==> config.mk <==
export PLATFORM = sky130hd
export DESIGN_NAME = code_rom_arbiter
export DESIGN_NICKNAME = d
export VERILOG_FILES = /design/src/rtl/rom_pkg.sv /design/src/rtl/rr_arbiter2.sv /design/src/rtl/code_rom_arbiter.sv
export SDC_FILE = /design/constraint.sdc
export NUM_CORES = 1
export LEC_CHECK = 0
export ABC_CLOCK_PERIOD_IN_PS = 2400
export CORE_AREA = 2 2 129 131
export DETAILED_ROUTE_END_ITERATION = 10
export DIE_AREA = 0 0 131 133
export DONT_BUFFER_PORTS = 1
export HOLD_SLACK_MARGIN = 0.1
export SLEW_MARGIN = 15
export SYNTH_ARGS = -nofsm -noshare
export SYNTH_HDL_FRONTEND = slang
export SYNTH_SLANG_ARGS = --single-unit
==> constraint.sdc <==
create_clock -name clk_i -period 2.4 [get_ports clk_i]
set_clock_uncertainty 0.05 [all_clocks]
set_input_delay 0.36 -clock clk_i [delete_from_list [all_inputs] [get_ports clk_i]]
set_output_delay 0.36 -clock clk_i [all_outputs]
set_load 0.01 [all_outputs]
==> src/rtl/rom_pkg.sv <==
// Shared types and constants for the code ROM arbiter.
package rom_pkg;

  // Which requester a grant or round-robin pointer refers to.
  typedef enum logic {
    PORT_IF = 1'b0,
    PORT_LS = 1'b1
  } port_sel_e;

  // Default ROM geometry: 2**12 words of 32 bits, addressed by 64-bit byte addresses.
  localparam int ROM_SIZE_LOG2  = 12;
  localparam int ROM_DATA_WIDTH = 32;
  localparam int ROM_ADDR_WIDTH = 64;

  // Contention counter width and saturation value.
  localparam int                   CNT_WIDTH = 32;
  localparam logic [CNT_WIDTH-1:0] CNT_MAX   = '1;

  // The requester that is not p.
  function automatic port_sel_e other_port(input port_sel_e p);
    return (p == PORT_IF) ? PORT_LS : PORT_IF;
  endfunction

endpackage

==> src/rtl/rr_arbiter2.sv <==
// Two-way round-robin arbiter between the fetch and load requesters.
// Fetch requests can be blocked for a cycle; a blocked fetch does not count
// as contention and leaves the pointer where it was.
module rr_arbiter2
  import rom_pkg::*;
(
  input  logic      clk,
  input  logic      rst_n,
  input  logic      req_if,
  input  logic      req_ls,
  input  logic      block_if,
  output logic      gnt_if,
  output logic      gnt_ls,
  output logic      contended,
  output port_sel_e prio
);

  logic req_if_eff;

  assign req_if_eff = req_if & ~block_if;
  assign contended  = req_if_eff & req_ls;

  // Grant: the pointer decides contended cycles, otherwise the lone requester wins.
  always_comb begin
    gnt_if = 1'b0;
    gnt_ls = 1'b0;
    if (contended) begin
      gnt_if = (prio == PORT_IF);
      gnt_ls = (prio == PORT_LS);
    end else begin
      gnt_if = req_if_eff;
      gnt_ls = req_ls;
    end
  end

  // Pointer state: after each contended cycle it moves to the side that lost.
  always_ff @(posedge clk or negedge rst_n) begin
    if (!rst_n) begin
      prio <= PORT_LS;
    end else if (contended) begin
      prio <= other_port(prio);
    end
  end

endmodule

==> src/rtl/code_rom_arbiter.sv <==
// Shares one combinational code ROM between the fetch (IF) and load (LS) ports.
//
// Handshake: a request transfers in the cycle where req_valid and req_ready are
// both high; the requester keeps valid and address stable until then, and the
// arbiter holds no request storage. ready is a pure function of this cycle's
// grant. The response for a request accepted in cycle N is presented in cycle
// N+1 for exactly one cycle and cannot be stalled.
//
// flush_i redirects fetch: it blocks the fetch grant in its own cycle, so no
// fetch response can follow it. Loads are unaffected.
module code_rom_arbiter
  import rom_pkg::*;
#(
  parameter int                   ADDR_WIDTH = ROM_ADDR_WIDTH,
  parameter int                   DATA_WIDTH = ROM_DATA_WIDTH,
  parameter int                   ROM_SIZE   = ROM_SIZE_LOG2,
  // Value the contention counter takes in reset; 0 in normal use.
  parameter logic [CNT_WIDTH-1:0] CNT_INIT   = '0
) (
  input  logic                  clk_i,
  input  logic                  rst_ni,
  // fetch request / response
  input  logic                  if_req_valid_i,
  output logic                  if_req_ready_o,
  input  logic [ADDR_WIDTH-1:0] if_addr_i,
  output logic                  if_rsp_valid_o,
  output logic [DATA_WIDTH-1:0] if_rsp_data_o,
  output logic                  if_rsp_err_o,
  // load request / response
  input  logic                  ls_req_valid_i,
  output logic                  ls_req_ready_o,
  input  logic [ADDR_WIDTH-1:0] ls_addr_i,
  output logic                  ls_rsp_valid_o,
  output logic [DATA_WIDTH-1:0] ls_rsp_data_o,
  output logic                  ls_rsp_err_o,
  // fetch redirect
  input  logic                  flush_i,
  // combinational ROM
  output logic [ADDR_WIDTH-1:0] rom_addr_o,
  input  logic [DATA_WIDTH-1:0] rom_data_i,
  input  logic                  rom_illegal_i,
  // contention statistics
  output logic [CNT_WIDTH-1:0]  conflict_cnt_o
);

  // Byte-address bits at and above this position lie outside the ROM.
  localparam int RANGE_LSB = ROM_SIZE + 2;

  logic                  gnt_if;
  logic                  gnt_ls;
  logic                  contended;
  port_sel_e             rr_prio;
  logic                  out_of_range;
  logic                  rsp_err;
  logic [DATA_WIDTH-1:0] rsp_data;

  rr_arbiter2 u_rr (
    .clk       (clk_i),
    .rst_n     (rst_ni),
    .req_if    (if_req_valid_i),
    .req_ls    (ls_req_valid_i),
    .block_if  (flush_i),
    .gnt_if    (gnt_if),
    .gnt_ls    (gnt_ls),
    .contended (contended),
    .prio      (rr_prio)
  );

  // Nobody is accepted while the block is held in reset.
  assign if_req_ready_o = rst_ni & gnt_if;
  assign ls_req_ready_o = rst_ni & gnt_ls;

  // ROM address follows the grant; idle cycles present address 0.
  always_comb begin
    rom_addr_o = '0;
    if (gnt_ls) begin
      rom_addr_o = ls_addr_i;
    end else if (gnt_if) begin
      rom_addr_o = if_addr_i;
    end
  end

  // An access errors when the ROM flags it or the address is beyond the ROM.
  assign out_of_range = |rom_addr_o[ADDR_WIDTH-1:RANGE_LSB];
  assign rsp_err      = rom_illegal_i | out_of_range;
  assign rsp_data     = rsp_err ? '0 : rom_data_i;

  // Fetch response register: one-cycle pulse for each fetch grant.
  always_ff @(posedge clk_i or negedge rst_ni) begin
    if (!rst_ni) begin
      if_rsp_valid_o <= 1'b0;
      if_rsp_data_o  <= '0;
      if_rsp_err_o   <= 1'b0;
    end else begin
      if_rsp_valid_o <= gnt_if;
      if (gnt_if) begin
        if_rsp_data_o <= rsp_data;
        if_rsp_err_o  <= rsp_err;
      end
    end
  end

  // Load response register: one-cycle pulse for each load grant.
  always_ff @(posedge clk_i or negedge rst_ni) begin
    if (!rst_ni) begin
      ls_rsp_valid_o <= 1'b0;
      ls_rsp_data_o  <= '0;
      ls_rsp_err_o   <= 1'b0;
    end else begin
      ls_rsp_valid_o <= gnt_ls;
      if (gnt_ls) begin
        ls_rsp_data_o <= rsp_data;
        ls_rsp_err_o  <= rsp_err;
      end
    end
  end

  // Saturating count of cycles where both ports competed for the ROM.
  always_ff @(posedge clk_i or negedge rst_ni) begin
    if (!rst_ni) begin
      conflict_cnt_o <= CNT_INIT;
    end else if (contended && (conflict_cnt_o != CNT_MAX)) begin
      conflict_cnt_o <= conflict_cnt_o + CNT_WIDTH'(1);
    end
  end

  // Every contended cycle must hand priority to the other side.
  a_rr_toggles : assert property (@(posedge clk_i) disable iff (!rst_ni)
    contended |=> (rr_prio != $past(rr_prio)));

endmodule
==> results.toml, run 1 <==
[timing]
final_hold_viol_count = 101
finalSetupViolCount = 0
fmax_ghz = 0.4338
slew_headroom = 0.6289
tightest_slew_ns = 0.5515
period_share = 0.9605
fin_hold_ws_ns = -0.3453
final_max_slew_viol_count = 0
layout_min_cycle_time_ns = 2.305

[die]
top_level_ports = 332
core_region_area_sq_um = 16170
die_area_sq_um = 17420
rows = 47
start_util = 0.3065
die_w_um = 131
fp.dieH_um = 133

[cells_and_area]
final_common_cell = "a22o_1"
nets = 671
fin_cells = 728
final_cell_mix = "a22o_1 (112), dfrtp_1 (100), nand2_1 (39), nand3_1 (35), dlygate4sd3_1 (30)"
final.fill_count = 1611
drive_gt1_frac = 0.1240
area_growth_pct = 20.90
diodes = 0

[critical_path]
cp_num_cells = 5
critPathBufInv = 2
r2r_slack_ns = 0.16
path_max_fanout = 32
cp_top_family = "flip-flops"
worstPathCellList = "nand2_1, nand2_2, clkinv_2, buf_6, a22o_1"
worstReg2RegEnd = "conflict_cnt_o[28]$_DFFE_PN0P_"
crit_required_ns = 1.99
critPathLaunchType = "register"
critPathKind = "reg -> out"
end_kind = "output pin"
crit_slowest_cell = "dfstp_2"
r2r-start = "conflict_cnt_o[7]$_DFFE_PN0P_"
r2r_cells = 5
arrival_ns = 1.90
slowest_delay_ns = 0.59

[yosys]
ys.flop_type = "dfrtp_1"
yosysTopAreaCellShare = 0.5048
synth-seq-area-share = 0.5101
synth.area.top_cells = "dfrtp_1 (50%), a22o_1 (20%), xor2_1 (4.6%)"
ys_warn_count = 0
synth-async-reset-ratio = 1.000
syn_inst = 463
syn_nets = 630
synth_edf_count = 0
synth_area_sq_um = 4957
ys_types = 44
ys_seq_elements = 101
synth_area_per_cell_sq_um = 10.71
netlist.top_cell.by_area = "dfrtp_1"

[drt]
antenna_left = 0
route.detailed.drc = 0
vias = 4340
drt-wirelength-per-cell_um = 25.60
dr.pass1.iters = 5
topRoutingLayerUsed = "met5"
wl_met3_um = 1794
met2_length_um = 9056
routed_wl_um = 18640
drt_iter0_markers = 256
viasPerCell = 5.962
wl_met1_um = 6969

[grt]
grt_max_degree = 104
grt_pass1_vias = 4499
grt_overflow = 0
antenna_found_initial = 0
grt_use_total = 0.1979
grt_pass1_wl_um = 25780

[clock_network]
cts_setup_buffers = 0
cts_root_buf = "clkbuf_16"
cts_tree = "done"
cts_max_level = 3
numCtsBuffers = 9
cts_sinks = 101
worstSkewPairLatency_ns = 0.34
clkTransAtPathRegs_ns = 0.08
clock_path_buffers = 2

[power_and_ir_drop]
peakVddDrop_mv = 0.3785
leakage_nw = 2.793
powerDensity_nw_per_um2 = 664.2
p_total_w = 0.003981

[placed_design]
placedCellCount = 683
post-dp-hpwl_um = 14070
port_buffers = 0
gp_congestion = 0.9286

[worst_hold_path]
hold_path_class = "in -> async"

[status]
outcome = "finished with violations"
violations = "hold timing"

[run]
drv_cap = 0
[flip-flops by register name, indices dropped and copies added (netlist names)]
name	flops
if_rsp_data_o	32
if_rsp_err_o	1
conflict_cnt_o	32
u_rr.prio	1
ls_rsp_valid_o	1
ls_rsp_err_o	1
if_rsp_valid_o	1
ls_rsp_data_o	32
[kinds of logic after synthesis]
logic type               synth area share
XOR/XNOR                          0.04947
AND/OR/NAND/NOR                    0.1903
adder cells (fa/ha/maj)          0.002524
AO/OA/AOI/OAI                      0.2118
flip-flops                         0.5101
multiplexers                     0.004291
buffers and inverters             0.03155
[per-layer routing]
metal,vias to the layer above,track usage
met2,293,0.3302
li1,1856,-
met5,-,0.01176
met3,43,0.04933
met1,2146,0.2341
met4,2,0.09752
[Yosys cell counts, types with 2 or more instances]
cell type	number
o21ai_0	2
nor4_1	30
nor4_2	3
nand2b_1	2
inv_1	5
nand4_1	7
buf_2	5
and2_1	3
or4_1	2
nor4b_1	2
nor3b_1	3
nand3_1	35
dfrtp_1	100
nor3_1	13
or3_1	2
and3_1	4
clkbuf_1	21
xor2_1	26
nor2_1	16
xnor2_1	2
a22o_1	113
nand2_1	40
buf_1	5
and4_1	2
[where the power goes]
group | switching, W | leakage (nW) | internal [W]
combinational | 0.000466 | 1.28 | 0.000267
clock | 0.000705 | 0.136 | 0.000720
sequential | 0.0000602 | 1.37 | 0.00176
total | 0.00123 | 2.79 | 0.00275
[worst max path at each step]
stage                                                 to  slack (ns)                          start
final                                     rom_addr_o[44]        0.09          u_rr.prio$_DFFE_PN1P_
after global routing                      rom_addr_o[16]      -0.003          u_rr.prio$_DFFE_PN1P_
after CTS                                 rom_addr_o[16]        0.05          u_rr.prio$_DFFE_PN1P_
after detailed placement   ls_rsp_data_o[21]$_DFFE_PN0P_        0.11                  ls_addr_i[56]
after global placement     ls_rsp_data_o[23]$_DFFE_PN0P_        0.12                  ls_addr_i[56]
after floorplan           conflict_cnt_o[28]$_DFFE_PN0P_        0.12  conflict_cnt_o[2]$_DFFE_PN0P_
[timing repair]
action                     CTS  global route
cloned                       0             0
setup endpoints to repair   42            20
pin swaps                    0             0
hold buffers                27             3
hold endpoints to repair   140           105
resized for setup            2             2
[layout make-up]
cell class | instances | area, sq um | share of cell area
Clock buffer | 9 | 225.2 | 0.03758
Clock inverter | 6 | 56.30 | 0.009395
Inverter | 6 | 23.77 | 0.003967
Multi-Input combinational cell | 324 | 2302 | 0.3841
Sequential cell | 101 | 2529 | 0.4219
Tap cell | 220 | 275.3 | 0.04593
Timing Repair Buffer | 62 | 581.8 | 0.09708
[worst register-to-register path, cell delays in order (launching register included)]
cell,delay [ns]
dfrtp_1,0.43
nand2_1,0.16
or4_4,0.58
or3_1,0.47
nor4_2,0.31
xor2_1,0.17
[stage by stage]
| stage | instance area, sq um | util | hold slack (ns) | setup TNS (ns) | setup slack, ns |
|---|---|---|---|---|---|
| final | 5993 | 0.3706 | -0.3453 | 0 | 0.09483 |
| after CTS | 5959 | 0.3685 | -0.3576 | 0 | 0.04628 |
| after detailed placement | 5403 | 0.3341 | 0.01572 | 0 | 0.1109 |
| after global routing | 5993 | 0.3706 | -0.3685 | -0.002998 | -0.002998 |
| after global placement | 5403 | 0.3341 | 0.01623 | 0 | 0.1186 |
| after floorplan | 4957 | - | 0.01441 | 0 | 0.1195 |
(Power assumes the default switching activity.)
==> run 2: changes to the inputs <==
Settings changed: CTS_CLUSTER_DIAMETER from default to 120.
==> results of run 2 <==
Final layout, timing and power as in run 1 (identical DEF).
